File: src/rtl/linebuf_bank_sched_pkg.sv
// Shared constants, FSM encoding and bank-to-base mapping for the upsampling line RAM.
// Used by the scheduler and by the PAL writer / HD reader blocks.
package linebuf_pkg;

    localparam int NUM_BANKS   = 4;
    localparam int BANK_DEPTH  = 2048;
    localparam int ADDR_W      = 13;
    localparam int PRIME_LINES = 1;
    localparam int BANK_W      = $clog2(NUM_BANKS);
    localparam int OFFS_W      = $clog2(BANK_DEPTH);

    typedef enum logic {
        ST_PRIME = 1'b0,
        ST_RUN   = 1'b1
    } sched_state_e;

    // Banks are contiguous, so the base is the bank index in the top address bits.
    function automatic logic [ADDR_W-1:0] bank_base(input logic [BANK_W-1:0] bank);
        return {bank, {OFFS_W{1'b0}}};
    endfunction

endpackage

File: src/rtl/linebuf_bank_sched_if.sv
// Event pulses in, RAM bases and status out, for the line-buffer bank scheduler.
// Debug counters exist only when LINEBUF_SCHED_STATS_EN is defined.
interface linebuf_bank_sched_if;
    import linebuf_pkg::*;

    logic              i_wr_commit;
    logic              i_rd_line_start;
    logic              i_frame_start;
    logic [ADDR_W-1:0] o_wr_base;
    logic [ADDR_W-1:0] o_rd_base;
    logic              o_rd_blank;
    logic              o_repeat;
    logic              o_drop;
    logic [BANK_W-1:0] o_pending;
`ifdef LINEBUF_SCHED_STATS_EN
    logic [15:0]       o_repeat_cnt;
    logic [15:0]       o_drop_cnt;

    modport slave (
        input  i_wr_commit, i_rd_line_start, i_frame_start,
        output o_wr_base, o_rd_base, o_rd_blank, o_repeat, o_drop, o_pending,
        output o_repeat_cnt, o_drop_cnt
    );
    modport master (
        output i_wr_commit, i_rd_line_start, i_frame_start,
        input  o_wr_base, o_rd_base, o_rd_blank, o_repeat, o_drop, o_pending,
        input  o_repeat_cnt, o_drop_cnt
    );
`else
    modport slave (
        input  i_wr_commit, i_rd_line_start, i_frame_start,
        output o_wr_base, o_rd_base, o_rd_blank, o_repeat, o_drop, o_pending
    );
    modport master (
        output i_wr_commit, i_rd_line_start, i_frame_start,
        input  o_wr_base, o_rd_base, o_rd_blank, o_repeat, o_drop, o_pending
    );
`endif
endinterface

File: src/rtl/linebuf_bank_sched_sat_cnt.sv
// 16-bit event counter that sticks at all-ones; synchronous clear beats increment.
module linebuf_sat_cnt (
    input  logic        clk,
    input  logic        rst_n,
    input  logic        clr,
    input  logic        inc,
    output logic [15:0] cnt
);

    // Counter register with saturation
    always_ff @(posedge clk or negedge rst_n) begin
        if (!rst_n) begin
            cnt <= 16'h0000;
        end else if (clr) begin
            cnt <= 16'h0000;
        end else if (inc && (cnt != 16'hFFFF)) begin
            cnt <= cnt + 16'h0001;
        end else begin
            cnt <= cnt;
        end
    end

endmodule

File: src/rtl/linebuf_bank_sched.sv
// Bank scheduler for the 4-bank PAL->HD line RAM: repeats or drops lines on rate mismatch.
// Optional repeat/drop counters under LINEBUF_SCHED_STATS_EN.
module linebuf_bank_sched
    import linebuf_pkg::*;
(
    input  logic                 clk,
    input  logic                 rst_n,
    linebuf_bank_sched_if.slave  bus
);

    localparam logic [BANK_W-1:0] ONE_S       = BANK_W'(1);
    localparam logic [BANK_W-1:0] MAX_PEND_S  = BANK_W'(NUM_BANKS - 2);
    localparam logic [BANK_W-1:0] PRIME_LIM_S = BANK_W'(PRIME_LINES);

    sched_state_e      state_r,   state_s;
    logic [BANK_W-1:0] rd_ptr_r,  rd_ptr_s;
    logic [BANK_W-1:0] wr_ptr_r,  wr_ptr_s;
    logic [BANK_W-1:0] pending_r, pending_s;
    logic              repeat_s,  drop_s;
    logic [ADDR_W-1:0] wr_base_r, rd_base_r;
    logic              blank_r,   repeat_r, drop_r;

    // Next-state: frame start overrides; read decision precedes commit decision
    always_comb begin
        state_s   = state_r;
        rd_ptr_s  = rd_ptr_r;
        wr_ptr_s  = wr_ptr_r;
        pending_s = pending_r;
        repeat_s  = 1'b0;
        drop_s    = 1'b0;
        if (bus.i_frame_start) begin
            wr_ptr_s  = rd_ptr_r + ONE_S;
            pending_s = '0;
            state_s   = ST_PRIME;
        end else begin
            if (bus.i_rd_line_start && (state_r == ST_RUN)) begin
                if (pending_r != '0) begin
                    rd_ptr_s  = rd_ptr_r + ONE_S;
                    pending_s = pending_r - ONE_S;
                end else begin
                    repeat_s  = 1'b1;
                end
            end else begin
                rd_ptr_s = rd_ptr_r;
            end
            // Commit sees the post-read pending so a full ring plus a read never drops
            if (bus.i_wr_commit) begin
                if (pending_s < MAX_PEND_S) begin
                    wr_ptr_s  = wr_ptr_r + ONE_S;
                    pending_s = pending_s + ONE_S;
                end else begin
                    drop_s    = 1'b1;
                end
            end else begin
                wr_ptr_s = wr_ptr_r;
            end
            case (state_r)
                ST_PRIME: begin
                    if (pending_s >= PRIME_LIM_S) begin
                        state_s = ST_RUN;
                    end else begin
                        state_s = ST_PRIME;
                    end
                end
                ST_RUN:   state_s = ST_RUN;
                default:  state_s = ST_PRIME;
            endcase
        end
    end

    // State and registered outputs
    always_ff @(posedge clk or negedge rst_n) begin
        if (!rst_n) begin
            state_r   <= ST_PRIME;
            rd_ptr_r  <= '0;
            wr_ptr_r  <= ONE_S;
            pending_r <= '0;
            rd_base_r <= '0;
            wr_base_r <= bank_base(ONE_S);
            blank_r   <= 1'b1;
            repeat_r  <= 1'b0;
            drop_r    <= 1'b0;
        end else begin
            state_r   <= state_s;
            rd_ptr_r  <= rd_ptr_s;
            wr_ptr_r  <= wr_ptr_s;
            pending_r <= pending_s;
            rd_base_r <= bank_base(rd_ptr_s);
            wr_base_r <= bank_base(wr_ptr_s);
            blank_r   <= (state_s == ST_PRIME);
            repeat_r  <= repeat_s;
            drop_r    <= drop_s;
        end
    end

    assign bus.o_wr_base  = wr_base_r;
    assign bus.o_rd_base  = rd_base_r;
    assign bus.o_rd_blank = blank_r;
    assign bus.o_repeat   = repeat_r;
    assign bus.o_drop     = drop_r;
    assign bus.o_pending  = pending_r;

`ifdef LINEBUF_SCHED_STATS_EN
    // Counters step on the same edge as the pulses they count
    linebuf_sat_cnt u_repeat_cnt (
        .clk   (clk),
        .rst_n (rst_n),
        .clr   (bus.i_frame_start),
        .inc   (repeat_s),
        .cnt   (bus.o_repeat_cnt)
    );

    linebuf_sat_cnt u_drop_cnt (
        .clk   (clk),
        .rst_n (rst_n),
        .clr   (bus.i_frame_start),
        .inc   (drop_s),
        .cnt   (bus.o_drop_cnt)
    );
`endif

endmodule

File: src/flat_wrapper.sv
// flat-port wrapper written by rule: the top's interface ports become plain ports
module linebuf_bank_sched_flat import linebuf_pkg::*;
  (clk, rst_n, bus_i_wr_commit, bus_i_rd_line_start, bus_i_frame_start, bus_o_wr_base, bus_o_rd_base, bus_o_rd_blank, bus_o_repeat, bus_o_drop, bus_o_pending);
  linebuf_bank_sched_if bus_i ();
  input  logic clk;
  input  logic rst_n;
  input wire logic [$bits(bus_i.i_wr_commit)-1:0] bus_i_wr_commit;
  input wire logic [$bits(bus_i.i_rd_line_start)-1:0] bus_i_rd_line_start;
  input wire logic [$bits(bus_i.i_frame_start)-1:0] bus_i_frame_start;
  output wire logic [$bits(bus_i.o_wr_base)-1:0] bus_o_wr_base;
  output wire logic [$bits(bus_i.o_rd_base)-1:0] bus_o_rd_base;
  output wire logic [$bits(bus_i.o_rd_blank)-1:0] bus_o_rd_blank;
  output wire logic [$bits(bus_i.o_repeat)-1:0] bus_o_repeat;
  output wire logic [$bits(bus_i.o_drop)-1:0] bus_o_drop;
  output wire logic [$bits(bus_i.o_pending)-1:0] bus_o_pending;
  assign bus_i.i_wr_commit = bus_i_wr_commit;
  assign bus_i.i_rd_line_start = bus_i_rd_line_start;
  assign bus_i.i_frame_start = bus_i_frame_start;
  assign bus_o_wr_base = bus_i.o_wr_base;
  assign bus_o_rd_base = bus_i.o_rd_base;
  assign bus_o_rd_blank = bus_i.o_rd_blank;
  assign bus_o_repeat = bus_i.o_repeat;
  assign bus_o_drop = bus_i.o_drop;
  assign bus_o_pending = bus_i.o_pending;
  linebuf_bank_sched u_core (.clk(clk), .rst_n(rst_n), .bus(bus_i));
endmodule
File: config.mk
export PLATFORM = sky130hd
export DESIGN_NAME = linebuf_bank_sched_flat
export DESIGN_NICKNAME = d
export VERILOG_FILES = /design/src/rtl/linebuf_bank_sched_pkg.sv /design/src/rtl/linebuf_bank_sched_if.sv /design/src/rtl/linebuf_bank_sched_sat_cnt.sv /design/src/rtl/linebuf_bank_sched.sv /design/src/flat_wrapper.sv
export SDC_FILE = /design/constraint.sdc
export NUM_CORES = 1
export LEC_CHECK = 0
export ABC_AREA = 1
export BUFFER_PORTS_ARGS = -buffer_cell sky130_fd_sc_hd__clkbuf_2
export CAP_MARGIN = 20
export CORE_MARGIN = 10
export CORE_UTILIZATION = 39
export CTS_CLUSTER_SIZE = 40
export DETAILED_ROUTE_END_ITERATION = 6
export GPL_TIMING_DRIVEN = 0
export PLACE_DENSITY = 0.73
export SYNTH_ARGS = -nofsm -noshare
export SYNTH_HDL_FRONTEND = slang
export SYNTH_SLANG_ARGS = --single-unit
File: constraint.sdc
create_clock -name clk -period 1.3 [get_ports clk]
set_clock_uncertainty 0.15 [all_clocks]
set_input_delay 0.195 -clock clk [delete_from_list [all_inputs] [get_ports clk]]
set_output_delay 0.195 -clock clk [all_outputs]
set_load 0.01 [all_outputs]
==> flow_summary.toml, run 1 <==
[placed_design]
place_area_um2 = 855
port-buffer-count = 13
dp_hpwl_um = 1240
globalplace.congestion = 0.753

[sta]
min_period_ps = 1490
finalCritPeriodShare_pct = 114
final.setup.tns_ps = -498
fmax_mhz = 672
drv_slew = 0
final_hold_viol_count = 0
rsz0062_at_grt = "true"
setup_violations = 4
worst_slack_ps = -187

[detailed_routing]
drc_errors = 0
wire_per_inst_um = 10.9
via_per_inst = 4.16
postRouteAntennaNets = 0
drt_iter0_drc = 11
wl_um = 1630
vias = 624
first_pass_iters = 4

[pwr]
power_leakage_nw = 0.596
p_int_mw = 0.939
peakVddDrop_v = 0.000862
power_density_nw_per_um2 = 1590
combPwrFrac_pct = 48.0
seq_power_share_pct = 33.5
p_clk_share_pct = 18.5
p_sw_mw = 0.621
switching_share_pct = 39.8

[floorplan]
ios = 36
start_util_pct = 40.7
die_h_um = 62.0
core_um2 = 1690
rows = 15
die_w_um = 62.0
die_area_um2 = 3840

[layout]
num-fill-cells = 165
area_growth_pct = 43.0
diodes = 0
num-nets-final = 140
post_route_cells_drive_above_1_share_pct = 45.1
design_area_um2 = 982

[worst_setup_path]
cp.arrival_ps = 1510
reg2reg_slack_ps = -190
crit_chain = "nand2_2 > inv_4 > nand2_4 > nand2_4 > ha_4 > nand3b_1 > nand2_2 > inv_1 > nand2_1"
crit_slowest_cell = "dfrtp_1"
worstSetupEndpointType = "flip-flop"
path_max_fanout = 3
critPathKind = "reg -> reg"
cp.required_ps = 1320
start_kind = "flip-flop"
cpPeakStageDelay_ps = 410

[run_status]
outcome = "complete, but fails checks"
violations = "setup timing"

[synth]
synth_seq_cells = 10
syn_inst = 90
synth.yosys.warnings = 0
yosysUniqueCellTypes = 19
syn-cell-area_um2 = 687
syn_area_per_cell_um2 = 7.63
seq_area_frac_synth_pct = 36.8

[run]
maxCapViolations = 0

[global_route]
use_met2_pct = 14.3
grtUsageTotal_pct = 8.60
grt_overflow = 0
grt_util_met1_pct = 8.10
antenna_found_initial = 0
grt_max_degree = 11
grt_pass1_vias = 582
met3_usage_pct = 3.25
grt-busiest-layer = "met2"
grt_pass1_wl_um = 2410

[cts]
cts_buffers = 3
clock-root-buffer = "clkbuf_4"
clockBufferDepth = 2
clkLatencyLatePin_ps = 270
htreeDepth = 1
cts.sinks = 10
cts_tree = "built"
path_clk_slew_ps = 70

[hold_path]
hold_class = "in -> reg"
==> power groups by stage <==
stage,combinational [mW],sequential [mW],clock [mW]
6_report,0.748,0.523,0.289
5_1_grt,0.847,0.537,0.313
4_1_cts,0.670,0.517,0.292
2_1_floorplan,0.373,0.569,0
3_5_place_dp,0.592,0.531,0
3_3_place_gp,0.577,0.527,0
==> worst paths after layout <==
| check | start | to | cells past startpoint |
|---|---|---|---|
| worst max-delay path | u_core.state_r | u_core.state_r | 9 |
| worst min-delay path | bus_i_wr_commit | u_core.bus.o_drop | 3 |
| worst max register to register | u_core.state_r | u_core.state_r | 9 |
| worst min register to register | u_core.bus.o_rd_base[12] | u_core.bus.o_rd_base[12] | 2 |
| max in group asynchronous | rst_n | u_core.bus.o_rd_blank | 2 |
| min in group asynchronous | rst_n | u_core.bus.o_repeat | 2 |
==> final cells by class <==
type                       count  area, um2  share of cell area (%)
sequential                    10        253                    25.7
clock buffer                   4       36.3                    3.69
buffer                        22        165                    16.8
multi-input combinational     69        362                    36.8
tap                           17       21.3                    2.17
timing repair buffer          18        105                    10.7
inverter                      10       40.0                    4.08
==> worst max-delay path: cells and delay by family, from the launching register on <==
family,cells,cell delay (ps)
AND/OR/NAND/NOR,6,470
flip-flops,1,410
adder cells (fa/ha/maj),1,250
buffers and inverters,2,100
==> synth_stat cells <==
| cell type | count | area share (%) |
|---|---|---|
| buf_4 | 22 | 24 |
| clkinv_2 | 1 | 0.73 |
| conb_1 | 1 | 0.55 |
| dfrtp_1 | 8 | 29 |
| dfstp_2 | 2 | 7.7 |
| ha_1 | 1 | 1.8 |
| inv_1 | 8 | 4.4 |
| inv_2 | 1 | 0.55 |
| nand2_1 | 25 | 14 |
| nand2_2 | 2 | 1.8 |
| nand3_1 | 7 | 5.1 |
| nand3_2 | 1 | 1.5 |
| nand3b_1 | 2 | 2.2 |
| nor2_1 | 3 | 1.6 |
| nor3_1 | 1 | 0.73 |
| o21ai_0 | 2 | 1.5 |
| or2_1 | 1 | 0.91 |
| or2_2 | 1 | 0.91 |
| xor2_1 | 1 | 1.3 |
==> kinds of logic (layout without fill, tap and decap cells) <==
family	after synthesis	count (layout)	synth area share, %
AO/OA/AOI/OAI	2	2	1.46
flip-flops	10	10	36.8
AND/OR/NAND/NOR	43	43	28.4
buffers and inverters	32	54	29.7
adder cells (fa/ha/maj)	1	1	1.82
other	1	22	0.546
XOR/XNOR	1	1	1.28
==> sequential cells by signal (all words and copies together) (netlist names) <==
signal / count
u_core.wr_ptr_r: 2
u_core.bus.o_drop: 1
u_core.state_r: 1
u_core.bus.o_repeat: 1
u_core.bus.o_rd_blank: 1
u_core.bus.o_pending: 2
u_core.bus.o_rd_base: 2
==> layout by cell type, fill, tap and decap left out, types with 2 or more instances in the layout <==
cell type and count:
dfrtp_1 8, clkbuf_2 12, clkbuf_4 3, nand3_1 5, nand2_1 20, inv_2 2
nand3_2 2, nand2_4 2, inv_1 7, dfstp_2 2, conb_1 22, buf_4 26
nand2_2 5, nand3b_1 2, nor2_1 3
==> metal layers <==
layer,up-vias,share of wire [%]
li1,320,-
met5,-,0
met2,24,54
met1,275,35
met3,5,7.6
met4,0,3.3
==> what timing repair did <==
action	4_1_cts	5_1_grt
endpoints found under the setup margin	5	8
hold buffers	1	0
resized for setup	1	12
pin swaps	5	5
buffers inserted	5	2
endpoints found under the hold margin	10	0
==> metrics by stage <==
step	setup slack, ps	hold WS [ps]	cells	util (%)	power (mW)
finish	-187	22.5	150	58.1	1.56
global route	-275	44.5	150	58.1	1.70
CTS	-196	20.0	151	55.6	1.48
detailed placement	-201	-74.4	141	50.6	1.12
global placement	-161	-79.8	141	50.6	1.10
floorplan	-106	-251	111	-	0.942
Power figures use the tool's default switching activity.
==> inputs of run 2 (changes only) <==
Settings changed: CORE_UTILIZATION 39 to 35, PLACE_DENSITY 0.73 to 0.67.
==> flow_summary.toml, run 2 (synthesized netlist as in run 1, its figures left out) <==
[sta]
min_period_ps = 1530
final_hold_viol_count = 0
worst_slack_ps = -226
finalCritPeriodShare_pct = 117
setup_violations = 5
fmax_mhz = 655
holdWs_ps = 29.6
rsz0062_at_grt = "true"
drv_slew = 0
final.setup.tns_ps = -813

[detailed_routing]
postRouteAntennaNets = 0
drc_errors = 0
wire_per_inst_um = 9.55
via_per_inst = 3.84
drt_iter0_drc = 10
vias = 618
wl_um = 1540
first_pass_iters = 3

[floorplan]
core_um2 = 1800
start_util_pct = 38.1
die_area_um2 = 4130
die_w_um = 64.3
rows = 15
ios = 36
die_h_um = 64.3

[pwr]
power_leakage_nw = 0.595
power_density_nw_per_um2 = 1500
p_clk_share_pct = 14.5
peakVddDrop_v = 0.000635
p_sw_mw = 0.550
switching_share_pct = 38.3
seq_power_share_pct = 36.4
p_int_mw = 0.886
combPwrFrac_pct = 49.1

[worst_setup_path]
start_kind = "flip-flop"
cp.required_ps = 1330
critPathKind = "reg -> reg"
worstSetupEndpointType = "flip-flop"
path_max_fanout = 3
cp.arrival_ps = 1560

[placed_design]
dpl_worst_slack_ps = -205
globalplace.congestion = 0.757
port-buffer-count = 13
dp_hpwl_um = 1240
numPlacedInstances = 149

[run_status]
outcome = "complete, but fails checks"
violations = "setup timing"

[layout]
area_growth_pct = 39.5
final_common_cell = "buf_4"
layout_common_cells = "buf_4, nand2_1, conb_1, clkbuf_2, dfrtp_1"
diodes = 0
layout.area.seq_um2 = 253
final_cells = 161
num-fill-cells = 188
post_route_cells_drive_above_1_share_pct = 41.2
fin_util_pct = 53.2
multiInputGateArea_um2 = 312
num-nets-final = 144

[cts]
clkLatencyLatePin_ps = 260
cts_buffers = 3
cts.sinks = 10
cts_tree = "built"
path_clk_slew_ps = 60
htreeDepth = 1
clock-root-buffer = "clkbuf_4"
clockBufferDepth = 2

[hold_path]
hold_class = "in -> reg"

[global_route]
grtUsageTotal_pct = 7.07
grt_pass1_vias = 574
antenna_found_initial = 0
grt_pass1_wl_um = 2390
grt_max_degree = 11
grt_overflow = 0

[run]
maxCapViolations = 0
run 2: changes by cell type in the layout (fill, tap and decap cells not counted), sizes merged:
cell,before,now
buf,27,30
run 2: path summary, 6_finish.rpt:
check	end	depth (start not counted)	slack [ps]	start
setup / recovery	u_core.bus.o_rd_base[11]	8	-230	u_core.state_r
hold reg to reg	u_core.wr_ptr_r[1]	2	380	u_core.wr_ptr_r[1]
min in group asynchronous	u_core.wr_ptr_r[1]	2	180	rst_n
hold / removal	u_core.bus.o_drop	3	30	bus_i_wr_commit
max in group asynchronous	u_core.bus.o_rd_blank	2	560	rst_n
setup reg to reg	u_core.bus.o_rd_base[11]	8	-230	u_core.state_r
run 2: final cells by class:
| cell class | instances | share of cell area (%) |
|---|---|---|
| clock buffers | 3 | 2.35 |
| well taps | 25 | 3.26 |
| flip-flops and latches | 10 | 26.4 |
| inverters | 10 | 4.18 |
| plain buffers | 22 | 17.2 |
| multi-input cells | 69 | 32.5 |
| repair buffers | 22 | 14.1 |
run 2: power by group through the flow:
stage / clock (mW) / combinational (mW) / sequential (mW)
floorplan: 0 / 0.373 / 0.569
detailed placement: 0 / 0.583 / 0.538
finish: 0.208 / 0.705 / 0.523
CTS: 0.214 / 0.656 / 0.524
global placement: 0 / 0.573 / 0.527
global route: 0.230 / 0.798 / 0.539
run 2: critical path, stage by stage (launching register included):
cell and delay [ps]:
dfrtp_1 410, nand2_2 120, inv_4 40, buf_4 120, buf_4 120, buf_4 110, buf_4 120, nand3_2 90
xor2_1 160
run 2: repair_timing:
action,CTS,global route
endpoints found under the setup margin,5,6
hold buffers,1,0
resized for setup,0,2
pin swaps,5,2
buffers inserted,5,3
endpoints found under the hold margin,10,0
run 2: metal layers:
layer / wire length, um / vias up / share of wire (%) / track usage (%)
met2: 774 / 23 / 50 / 12.6
met3: 168 / 2 / 11 / 4.36
met1: 578 / 267 / 38 / 6.19
met5: 0 / - / 0 / 0
li1: - / 326 / - / -
met4: 17 / 0 / 1.1 / 3.21
run 2: stage by stage:
stage	power, mW	area, um2
CTS	1.39	935
detailed placement	1.12	865
global route	1.57	958
global placement	1.10	865
finish	1.44	958
floorplan	0.942	768
==> inputs of run 3 (changes only) <==
Settings changed: PLACE_DENSITY 0.67 to unset, PLACE_DENSITY_LB_ADDON set to 0.05.
==> flow_summary.toml, run 3 (synthesized netlist as in run 1, its figures left out) <==
[run_status]
outcome = "complete, but fails checks"
violations = "setup timing"

[pwr]
power_leakage_nw = 0.591
power_density_nw_per_um2 = 1570
p_clk_share_pct = 18.1
p_int_mw = 0.960
p_sw_mw = 0.576
peakVddDrop_v = 0.000972
switching_share_pct = 37.5
seq_power_share_pct = 34.6
combPwrFrac_pct = 47.3

[layout]
num-fill-cells = 190
fin_util_pct = 54.3
area_growth_pct = 42.4
layout_common_cells = "buf_4, conb_1, nand2_1, clkbuf_2, dfrtp_1"
final_cells = 159
diodes = 0
final_common_cell = "buf_4"
design_area_um2 = 978
num-nets-final = 141
post_route_cells_drive_above_1_share_pct = 44.0

[hold_path]
hold_class = "in -> reg"
min_path_cells = 2
min_from = "bus_i_frame_start"
min_to = "u_core.bus.o_repeat"

[detailed_routing]
first_pass_iters = 4
postRouteAntennaNets = 0
drc_errors = 0
via_per_inst = 3.88
vias = 617
drt_iter0_drc = 12
wl_um = 1600
wire_per_inst_um = 10.0

[cts]
cts.sinks = 10
htreeDepth = 1
path_clk_slew_ps = 70
clock-root-buffer = "clkbuf_4"
clkLatencyLatePin_ps = 260
cts_buffers = 3
cts_tree = "built"
clockBufferDepth = 2

[worst_setup_path]
start_kind = "flip-flop"
cpMostUsedCell = "nand2_2"
r2r_start = "u_core.state_r"
critPathBufInv = 2
reg2reg_slack_ps = -180
cp.required_ps = 1310
crit_chain = "nand2_2 > clkinv_2 > nand2_2 > nand2_2 > ha_4 > nand3b_1 > nand2_2 > inv_1 > nand2_1"
reg2reg_to = "u_core.state_r"
path_max_fanout = 3
crit_family = "simple AND/OR/NAND/NOR gates"
cpPeakStageDelay_ps = 400
reg2reg_depth = 9
cp.arrival_ps = 1490
worstSetupEndpointType = "flip-flop"
crit_slowest_cell = "dfrtp_1"
critPathKind = "reg -> reg"

[global_route]
grt_overflow = 0
grtUsageTotal_pct = 7.07
antenna_found_initial = 0
grt_max_degree = 11
grt_pass1_vias = 564
grt_pass1_wl_um = 2420

[placed_design]
dpl_worst_slack_ps = -207
globalplace.congestion = 0.779
place_area_um2 = 865
numPlacedInstances = 149
dp_hpwl_um = 1290
port-buffer-count = 13

[sta]
drv_slew = 0
holdWs_ps = 21.4
min_period_ps = 1480
final_hold_viol_count = 0
setup_violations = 4
fmax_mhz = 674
rsz0062_at_grt = "true"
finalCritPeriodShare_pct = 114
worst_slack_ps = -183

[floorplan]
die_h_um = 64.3
rows = 15
die_area_um2 = 4130
start_util_pct = 38.1
ios = 36
core_um2 = 1800
die_w_um = 64.3

[run]
maxCapViolations = 0
-- run 3: cell types whose count changed in the layout (fill, tap and decap cells not counted), sizes merged --
| cell | change |
|---|---|
| buf | -2 |
| clkinv | +1 |
| inv | -1 |
-- run 3: repair_timing --
action                                  CTS  global route
endpoints found under the hold margin    10             0
endpoints found under the setup margin    5             6
gates resized for setup                   3             5
hold buffers                              1             0
buffers inserted                          3             2
pin swaps                                 4             4
-- run 3: worst max path at each step --
| stage | depth (start not counted) | start | endpoint |
|---|---|---|---|
| after floorplan | 9 | u_core.state_r | u_core.state_r |
| after global placement | 9 | u_core.state_r | u_core.state_r |
| after detailed placement | 9 | u_core.state_r | u_core.state_r |
| after CTS | 8 | u_core.bus.o_pending[0] | u_core.state_r |
| after global routing | 8 | u_core.bus.o_pending[1] | u_core.state_r |
| final | 9 | u_core.state_r | u_core.state_r |
-- run 3: through the flow --
step                setup TNS [ps]  total power, mW
global route                  -839             1.69
CTS                           -412             1.49
global placement              -415             1.11
finish                        -454             1.54
detailed placement            -544             1.13
floorplan                     -226            0.942
-- run 3: cell type report --
type / count / area [um2] / share of cell area, %
clock buffer: 4 / 36.3 / 3.71
multi-input combinational: 69 / 332 / 33.9
tap: 25 / 31.3 / 3.20
sequential: 10 / 253 / 25.8
buffer: 22 / 165 / 16.9
inverter: 10 / 38.8 / 3.96
timing repair buffer: 19 / 123 / 12.5
-- run 3: metal layers --
metal / vias up / track usage (%) / routed length [um]
li1: 325 / - / -
met1: 270 / 5.90 / 536
met2: 22 / 13.1 / 869
met3: 0 / 5.75 / 191
met4: 0 / 0.802 / 0
met5: - / 0 / 0
-- run 3: worst register-to-register path, cell delays in order, from the launching register on --
cell      delay (ps)
dfrtp_1          400
nand2_2          100
clkinv_2          70
nand2_2           70
nand2_2           70
ha_4             250
nand3b_1         110
nand2_2           70
inv_1             50
nand2_1           40
-- run 3: power by group through the flow --
stage / combinational, mW / clock, mW / sequential, mW
final: 0.727 / 0.278 / 0.532
after global placement: 0.577 / 0 / 0.531
after detailed placement: 0.592 / 0 / 0.538
after global routing: 0.829 / 0.309 / 0.548
after CTS: 0.676 / 0.290 / 0.523
after floorplan: 0.373 / 0 / 0.569
